<file path="src/rtl/trdb_branch_map_unpacker_pkg.sv">
// Shared types and default sizing for the trace-decoder branch-map unpacker.
package trdb_branch_map_unpacker_pkg;

    // Maximum branches per map (E-trace full map).
    localparam int TRDB_MAP_LEN = 31;
    // Branch-count field width; 2**TRDB_CNT_W must exceed TRDB_MAP_LEN.
    localparam int TRDB_CNT_W   = 5;

    typedef enum logic {
        IDLE   = 1'b0,
        REPLAY = 1'b1
    } branch_map_state_e;

    typedef struct packed {
        logic [TRDB_CNT_W-1:0]   branches;
        logic [TRDB_MAP_LEN-1:0] map;
    } branch_map_pkt_t;

endpackage

</file>
<file path="src/rtl/trdb_branch_map_unpacker_if.sv">
// Packet-side and walker-side handshake bundle of the branch-map unpacker.
interface trdb_branch_map_unpacker_if
    import trdb_branch_map_unpacker_pkg::*;
#(
    parameter int MAP_LEN = TRDB_MAP_LEN,
    parameter int CNT_W   = TRDB_CNT_W
);
    // payload from the packet parser
    logic               pkt_valid_i;
    logic               pkt_ready_o;
    logic [CNT_W-1:0]   pkt_branches_i;
    logic [MAP_LEN-1:0] pkt_map_i;
    // per-branch outcomes to the instruction walker
    logic               br_valid_o;
    logic               br_ready_i;
    logic               br_taken_o;
    logic               br_last_o;
    logic [CNT_W-1:0]   br_remaining_o;
    logic               map_done_o;

    // Environment side: drives payloads and walker ready.
    modport master (
        output pkt_valid_i, pkt_branches_i, pkt_map_i, br_ready_i,
        input  pkt_ready_o, br_valid_o, br_taken_o, br_last_o,
               br_remaining_o, map_done_o
    );

    // Unpacker side.
    modport slave (
        input  pkt_valid_i, pkt_branches_i, pkt_map_i, br_ready_i,
        output pkt_ready_o, br_valid_o, br_taken_o, br_last_o,
               br_remaining_o, map_done_o
    );
endinterface

</file>
<file path="src/rtl/trdb_branch_map_unpacker.sv">
// Replays a branch-map payload one outcome at a time to the PC walker.
// A shift register holds the outcome bits (oldest at bit 0), a down-counter
// tracks how many are still to be presented, and a two-state FSM sequences it.
module trdb_branch_map_unpacker
    import trdb_branch_map_unpacker_pkg::*;
#(
    parameter int MAP_LEN = TRDB_MAP_LEN,
    parameter int CNT_W   = TRDB_CNT_W
)(
    input  logic clk_i,
    input  logic rst_ni,
    input  logic flush_i,
    trdb_branch_map_unpacker_if.slave bus
);

    branch_map_state_e  r_state;
    logic [MAP_LEN-1:0] r_map;
    logic [CNT_W-1:0]   r_remaining;
    logic               r_map_done;

    logic               w_valid;
    logic               w_last;
    logic               w_consume;
    logic               w_ready;
    logic               w_accept;
    logic [CNT_W:0]     w_cnt_ext;
    logic [CNT_W-1:0]   w_load_cnt;

    assign w_valid   = (r_state == REPLAY);
    assign w_last    = w_valid && (r_remaining == CNT_W'(1));
    assign w_consume = w_valid && bus.br_ready_i;
    // Ready combinationally on the last consume so consecutive maps need no bubble.
    assign w_ready   = !flush_i && ((r_state == IDLE) || (w_consume && w_last));
    assign w_accept  = bus.pkt_valid_i && w_ready;
    assign w_cnt_ext = {1'b0, bus.pkt_branches_i};

    // Decode the count field: zero means a full map, oversized counts clamp to MAP_LEN.
    always_comb begin
        w_load_cnt = bus.pkt_branches_i;
        if (w_cnt_ext == '0) begin
            w_load_cnt = CNT_W'(MAP_LEN);
        end else if (w_cnt_ext > (CNT_W+1)'(MAP_LEN)) begin
            w_load_cnt = CNT_W'(MAP_LEN);
        end else begin
            w_load_cnt = bus.pkt_branches_i;
        end
    end

    // FSM, outcome shift register, down-counter and done pulse; flush overrides all.
    always_ff @(posedge clk_i or negedge rst_ni) begin
        if (!rst_ni) begin
            r_state     <= IDLE;
            r_map       <= '0;
            r_remaining <= '0;
            r_map_done  <= 1'b0;
        end else if (flush_i) begin
            r_state     <= IDLE;
            r_map       <= '0;
            r_remaining <= '0;
            r_map_done  <= 1'b0;
        end else begin
            r_map_done <= w_consume && w_last;
            case (r_state)
                IDLE: begin
                    if (w_accept) begin
                        r_map       <= bus.pkt_map_i;
                        r_remaining <= w_load_cnt;
                        r_state     <= REPLAY;
                    end else begin
                        r_state     <= IDLE;
                    end
                end
                REPLAY: begin
                    if (w_accept) begin
                        // only possible while the last branch is consumed: reload wins
                        r_map       <= bus.pkt_map_i;
                        r_remaining <= w_load_cnt;
                        r_state     <= REPLAY;
                    end else if (w_consume) begin
                        r_map       <= r_map >> 1;
                        r_remaining <= r_remaining - CNT_W'(1);
                        r_state     <= w_last ? IDLE : REPLAY;
                    end else begin
                        r_state     <= REPLAY;
                    end
                end
                default: begin
                    r_state     <= IDLE;
                    r_map       <= '0;
                    r_remaining <= '0;
                end
            endcase
        end
    end

    assign bus.pkt_ready_o    = w_ready;
    assign bus.br_valid_o     = w_valid;
    // E-trace map bits are 0 for taken; gate so idle leftovers never show.
    assign bus.br_taken_o     = w_valid && !r_map[0];
    assign bus.br_last_o      = w_last;
    assign bus.br_remaining_o = r_remaining;
    assign bus.map_done_o     = r_map_done;

endmodule

</file>
<file path="src/flat_wrapper.sv">
// flat-port wrapper written by rule: the top's interface ports become plain ports
module trdb_branch_map_unpacker_flat import trdb_branch_map_unpacker_pkg::*;
#(
    parameter int MAP_LEN = TRDB_MAP_LEN,
    parameter int CNT_W   = TRDB_CNT_W
)
  (clk_i, rst_ni, flush_i, bus_pkt_valid_i, bus_pkt_branches_i, bus_pkt_map_i, bus_br_ready_i, bus_pkt_ready_o, bus_br_valid_o, bus_br_taken_o, bus_br_last_o, bus_br_remaining_o, bus_map_done_o);
  trdb_branch_map_unpacker_if #(.MAP_LEN(MAP_LEN), .CNT_W(CNT_W)) bus_i ();
  input  logic clk_i;
  input  logic rst_ni;
  input  logic flush_i;
  input wire logic [$bits(bus_i.pkt_valid_i)-1:0] bus_pkt_valid_i;
  input wire logic [$bits(bus_i.pkt_branches_i)-1:0] bus_pkt_branches_i;
  input wire logic [$bits(bus_i.pkt_map_i)-1:0] bus_pkt_map_i;
  input wire logic [$bits(bus_i.br_ready_i)-1:0] bus_br_ready_i;
  output wire logic [$bits(bus_i.pkt_ready_o)-1:0] bus_pkt_ready_o;
  output wire logic [$bits(bus_i.br_valid_o)-1:0] bus_br_valid_o;
  output wire logic [$bits(bus_i.br_taken_o)-1:0] bus_br_taken_o;
  output wire logic [$bits(bus_i.br_last_o)-1:0] bus_br_last_o;
  output wire logic [$bits(bus_i.br_remaining_o)-1:0] bus_br_remaining_o;
  output wire logic [$bits(bus_i.map_done_o)-1:0] bus_map_done_o;
  assign bus_i.pkt_valid_i = bus_pkt_valid_i;
  assign bus_i.pkt_branches_i = bus_pkt_branches_i;
  assign bus_i.pkt_map_i = bus_pkt_map_i;
  assign bus_i.br_ready_i = bus_br_ready_i;
  assign bus_pkt_ready_o = bus_i.pkt_ready_o;
  assign bus_br_valid_o = bus_i.br_valid_o;
  assign bus_br_taken_o = bus_i.br_taken_o;
  assign bus_br_last_o = bus_i.br_last_o;
  assign bus_br_remaining_o = bus_i.br_remaining_o;
  assign bus_map_done_o = bus_i.map_done_o;
  trdb_branch_map_unpacker #(.MAP_LEN(MAP_LEN), .CNT_W(CNT_W)) u_core (.clk_i(clk_i), .rst_ni(rst_ni), .flush_i(flush_i), .bus(bus_i));
endmodule
</file>
<file path="config.mk">
export PLATFORM = sky130hd
export DESIGN_NAME = trdb_branch_map_unpacker_flat
export DESIGN_NICKNAME = d
export VERILOG_FILES = /design/src/rtl/trdb_branch_map_unpacker_pkg.sv /design/src/rtl/trdb_branch_map_unpacker_if.sv /design/src/rtl/trdb_branch_map_unpacker.sv /design/src/flat_wrapper.sv
export SDC_FILE = /design/constraint.sdc
export NUM_CORES = 1
export LEC_CHECK = 0
export CAP_MARGIN = 20
export CELL_PAD_IN_SITES_DETAIL_PLACEMENT = 1
export CELL_PAD_IN_SITES_GLOBAL_PLACEMENT = 2
export CORE_MARGIN = 2
export CORE_UTILIZATION = 30
export DETAILED_ROUTE_END_ITERATION = 8
export PLACE_DENSITY = 0.8
export SYNTH_ARGS = -nofsm -noshare
export SYNTH_HDL_FRONTEND = slang
export SYNTH_SLANG_ARGS = --single-unit
export TNS_END_PERCENT = 5
</file>
<file path="constraint.sdc">
create_clock -name clk_i -period 2.7 [get_ports clk_i]
set_input_delay 0.405 -clock clk_i [delete_from_list [all_inputs] [get_ports clk_i]]
set_output_delay 0.405 -clock clk_i [all_outputs]
set_load 0.02 [all_outputs]
</file>
---- Word level (Yosys, flattened, before mapping) ----
Cells that the tools add are included.
W data, S select, Z words.
cells by class
  $add $sub $neg .......................... 1
  order comparisons ....................... 1
  equality and inequality tests ........... 3
  mux-type cells .......................... 19
  bitwise gates (word level) .............. 1
  reductions and logical operators ........ 11
operators with widths
  operator               number
  $mux W31               4
  $pmux W31 S2           1
  $mux W5                6
  $pmux W5 S2            1
  $logic_and A1 B1 Y1    6
  $logic_not A6 Y1       1
  $mux W1                6
  $eq A5 B1 Y1 const B   1
  $gt A5 B5 Y1 const B   1
  $sub A5 B1 Y5 const B  1
  $ne A4 B4 Y1 const B   1
  $ne A3 B2 Y1 const B   1
  $logic_not A1 Y1       2
  $pmux W1 S2            1
  $reduce_and A2 Y1      1
  $logic_or A1 B1 Y1     1
  $not A1 Y1             1
storage, ports and cells
  register bits ........................... 38
  input port bits ......................... 41
  output and inout bits ................... 10
  logic and storage cells ................. 40

---- Longest topological paths before layout ----
  depth after elaboration ................. 9
  gate-level depth with buffers ........... 7
  depth with buffers taken out ............ 6

---- Least setup slack after synthesis ----
Ideal clock, no wire load.
  path type ............................... flip-flop to output port
  start point ............................. register u_core.r_remaining[1] (netlist: u_core.bus.br_remaining_o[1])
  end point ............................... output port bus_pkt_ready_o
  arrival time ............................ 1757 ps
  data required time ...................... 2295 ps
  slack ................................... 538 ps
  stages on the path, launching flop included .. 6
  path buffers ............................ 0
  path through ............................ dfrtp_1 inv_1 ha_1 nor4b_1 nand2_1 a21oi_1
on the way
  cells in the longest elaborated chain, start to end .. 5
RTL lines
  element                 line                            text
  from (decl)             trdb_branch_map_unpacker.sv:18  logic [CNT_W-1:0] r_remaining;
  from (signal assigned)  trdb_branch_map_unpacker.sv:67  r_remaining <= w_load_cnt;
  from (signal assigned)  trdb_branch_map_unpacker.sv:77  r_remaining <= w_load_cnt;
  from (signal assigned)  trdb_branch_map_unpacker.sv:81  r_remaining <= r_remaining - CNT_W'(1);
  $eq A5 B1 Y1            trdb_branch_map_unpacker.sv:30  assign w_last = w_valid && (r_remaining == CNT_W'(1));
  $logic_and A1 B1 Y1     trdb_branch_map_unpacker.sv:30
  $logic_and A1 B1 Y1     trdb_branch_map_unpacker.sv:33  assign w_ready = !flush_i && ((r_state == IDLE) || (w_consume && w_last));
  $logic_or A1 B1 Y1      trdb_branch_map_unpacker.sv:33
  $logic_and A1 B1 Y1     trdb_branch_map_unpacker.sv:33
  to (decl)               flat_wrapper.sv:16              output wire logic [$bits(bus_i.pkt_ready_o)-1:0] bus_pkt_ready_o;
Every way passes these cells.

---- Worst setup path after layout ----
  start point ............................. register u_core.r_state (netlist: u_core.bus.br_valid_o)
  end point ............................... output port bus_br_taken_o
on the way
  cells in the longest elaborated chain, start to end .. 1
RTL lines
  element                 line                            text
  from (decl)             trdb_branch_map_unpacker.sv:16  branch_map_state_e r_state;
  from (signal assigned)  trdb_branch_map_unpacker.sv:82  r_state <= w_last ? IDLE : REPLAY;
  $logic_and A1 B1 Y1     trdb_branch_map_unpacker.sv:99  assign bus.br_taken_o = w_valid && !r_map[0];
  to (decl)               flat_wrapper.sv:18              output wire logic [$bits(bus_i.br_taken_o)-1:0] bus_br_taken_o;
Every way passes these cells.

==> key figures <==
Placement
  • Post-Place Setup Slack: roughly 0.33 ns
  • Dpl hpwl: 3750 µm
  • Port bufs: 50
  • GPL Wtd Cong: ~0.76
  • Placed Area: 2790 µm²
  • Placed cell count: 370

Synth
  • #FFs+latches synth: 38
  • Netlist cell types: 34
  • FFs w/ async S/R, synth: 1.00
  • Synth Flop Type: dfrtp_1
  • Top-area cell type share of the netlist area: 0.434
  • Syn avg cell area: 9.36 µm²
  • Syn Nets: around 280
  • Most common cell in the netlist: nand2_1
  • Synth area leaders: dfrtp_1, a311oi_2, nand2_1, nor2_1, clkbuf_1
  • Post-synth top area cell: dfrtp_1
  • Mapped cell area: 2190 µm²
  • Syn Inst Count: ~230
  • Yosys warns: 0
  • Most instantiated cells after synthesis: nand2_1, dfrtp_1, nor2_1, a311oi_2, clkbuf_1
  • Post-synth EDFFs: 0
  • Post-synthesis sequential area ratio: 0.434

Flow run
  • Max cap viols: 0

Die
  • Core area: 7180 µm²
  • Ports: slightly above 50
  • Width of the die: a little under 90 µm
  • Num rows: 31
  • Die height: 89.4 µm
  • Die ar.: between 7000 and 8000 µm²
  • Initial Util: 0.305

Worst setup path
  • Crit path arrival time: ~1.8 ns
  • Crit path capture type: output pin
  • Crit path max fanout: 16
  • CP Class: reg2out
  • FF-to-FF path depth: 7
  • RR Endpoint: u_core.r_map[25]$_DFFE_PN0P_
  • Crit path required time: about 2.3 ns
  • RR Startpoint: u_core.bus.br_remaining_o[1]$_DFFE_PN0P_
  • CP Launch Type: register
  • R2R setup slack: 0.57 ns

Global route
  • GRT Residual Overflow: 0
  • Vias in the first global route: 1954
  • Antenna violations before repair: 0
  • First-pass GRT wire length: approximately 10000 µm
  • All-Layer GR Usage: 0.160
  • Largest net degree at the start of global routing: 65

Timing
  • Slew Limit Fails: 0
  • Unrepaired setup endpoints after global routing: false
  • Worst setup margin: around 0.51 ns
  • Clock skew after layout: approximately 0.0037 ns
  • Final hold vios: 0
  • # setup viols final: 0
  • Setup TNS: 0 ns
  • Slew HR: 0.397
  • Fmax: roughly 0.46 GHz
  • Period utilization: 0.813
  • Final Critical Period: approximately 2.2 ns
  • Worst Tran Pin Value: approximately 0.90 ns

Clock tree
  • Post-CTS Hold Buffers: 0
  • Reg clk slew, reported paths: 0.08 ns
  • Insertion delay to the later sink of the worst-skew pair: between 0.2 and 0.3 ns
  • CTS Buf Count: 5
  • Htree depth: 2
  • Sinks on the clock net: 38
  • Deepest clock path buffer count: 2
  • Clock Tree Root: clkbuf_8
  • CTS tree: done

Detailed routing
  • Final wirelength: between 5000 and 6000 µm
  • DRC errors left: 0
  • WL/cell: around 16 µm
  • Vias: around 1900
  • Drt via density: 5.03
  • DRT iter0 DRCs: 70
  • Initial DRT Pass Iterations: 4
  • DRT antenna net count: 0

Power and ir drop
  • Leakage power: between 0.001 and 0.0015 µW
  • PD cells: 505 nW/µm²
  • VDD IR max: around 160 µV

Layout
  • Synthesis-to-finish area growth: 32.2%
  • Final #Nets: between 300 and 400
  • Final instance area: a little under 3000 µm²
  • Non-filler cells, final: approximately 380
  • Final antenna diode count: 0
  • Share of post-route cells with drive strength above 1: 0.165

Worst hold path
  • Min-delay worst type: in2async

Status
  • Status: finished, final reports clean
[report_power, final]
part	internal (µW)	leakage (µW)	total (µW)	switching [µW]
sequential	620	0.000499	662	42.3
combinational	176	0.000598	377	201
clock	207	0.0000482	423	217
total	1000	0.00115	1460	460
[per-stage QoR]
stage | utilization | hold WS, ns | total power [µW]
after floorplan | - | 0.109 | 896
after global placement | 0.389 | 0.530 | 1050
after detailed placement | 0.389 | 0.542 | 1060
after CTS | 0.403 | 0.267 | 1490
after global routing | 0.403 | 0.320 | 1540
final | 0.403 | 0.225 | 1460
[how the worst max path moves through the flow]
stage	endpoint	start	slack, ns	depth (start not counted)
finish	bus_br_taken_o	u_core.bus.br_valid_o$_DFF_PN0_	0.51	2
global route	bus_pkt_ready_o	u_core.bus.br_remaining_o[1]$_DFFE_PN0P_	0.35	6
CTS	bus_pkt_ready_o	u_core.bus.br_remaining_o[1]$_DFFE_PN0P_	0.11	6
detailed placement	bus_pkt_ready_o	u_core.bus.br_remaining_o[1]$_DFFE_PN0P_	0.33	6
global placement	bus_pkt_ready_o	u_core.bus.br_remaining_o[1]$_DFFE_PN0P_	0.37	6
floorplan	bus_pkt_ready_o	u_core.bus.br_remaining_o[1]$_DFFE_PN0P_	0.54	5
[placed cells by master (no fill, tap or decap)]
cell,synthesis,final
nand2_1,66,66
o21ai_0,1,1
clkbuf_8,0,6
a311oi_1,3,3
a32o_1,1,1
and2_1,1,1
clkbuf_1,11,1
dlymetal6s2s_1,0,2
or4_1,1,1
o21a_1,1,1
nand3_1,4,4
nand2b_1,2,1
dfrtp_1,38,38
ha_1,2,2
nor4_1,2,2
o21bai_1,1,1
o21ai_4,1,1
nor2b_1,3,3
mux2i_1,1,1
buf_12,0,3
a31oi_1,4,4
clkdlybuf4s50_1,0,46
nor4b_2,0,1
o22ai_1,1,1
nand3b_1,1,1
a311oi_2,27,27
or4b_4,1,1
inv_1,3,3
a211oi_1,1,1
o211ai_1,1,1
xnor2_1,1,1
nor3b_1,3,3
a21oi_1,6,6
clkinv_2,0,1
buf_2,3,2
nor2_1,34,34
a221oi_1,3,3
buf_4,0,3
nand2b_2,0,1
[sequential cells by signal (all words and copies together) (netlist names)]
name                       flops
u_core.r_map                  31
u_core.bus.map_done_o          1
u_core.bus.br_remaining_o      5
u_core.bus.br_valid_o          1
[layer usage]
layer | track usage | share of wire | vias to the layer above | wire length (µm)
met1 | 0.203 | 0.46 | 936 | 2690
met2 | 0.275 | 0.48 | 40 | 2830
met3 | 0.0295 | 0.042 | 9 | 248
li1 | - | - | 917 | -
met5 | 0 | 0 | - | 0
met4 | 0.0529 | 0.018 | 0 | 104
[worst max-delay path, cell delays in order, from the launching register on]
cell and delay, ns:
dfrtp_1 0.70, nor2b_1 0.19, clkdlybuf4s50_1 0.60
[layout make-up]
class	count	area, µm²
fillers	838	4280
multi-input cells	174	1140
flip-flops and latches	38	951
repair buffers	56	578
well taps	99	124
clock buffers	7	86.3
inverters	3	11.3
clock inverters	1	5.00
[cells by family (layout without fill, tap and decap cells)]
logic type / after synthesis / after routing / synth area share
mux: 1 / 1 / 0.00457
flops: 38 / 38 / 0.434
fa+ha+maj: 2 / 2 / 0.0114
compound gates: 51 / 51 / 0.265
buf+inv: 22 / 67 / 0.0497
simple gates: 119 / 119 / 0.231
xor+xnor: 1 / 1 / 0.00400
[timing repair]
action,in CTS,in global routing
endpoints found under the setup margin,2,2
endpoints found under the hold margin,0,0
buffers inserted,0,0
gates resized for setup,1,2
(Power assumes the default switching activity.)
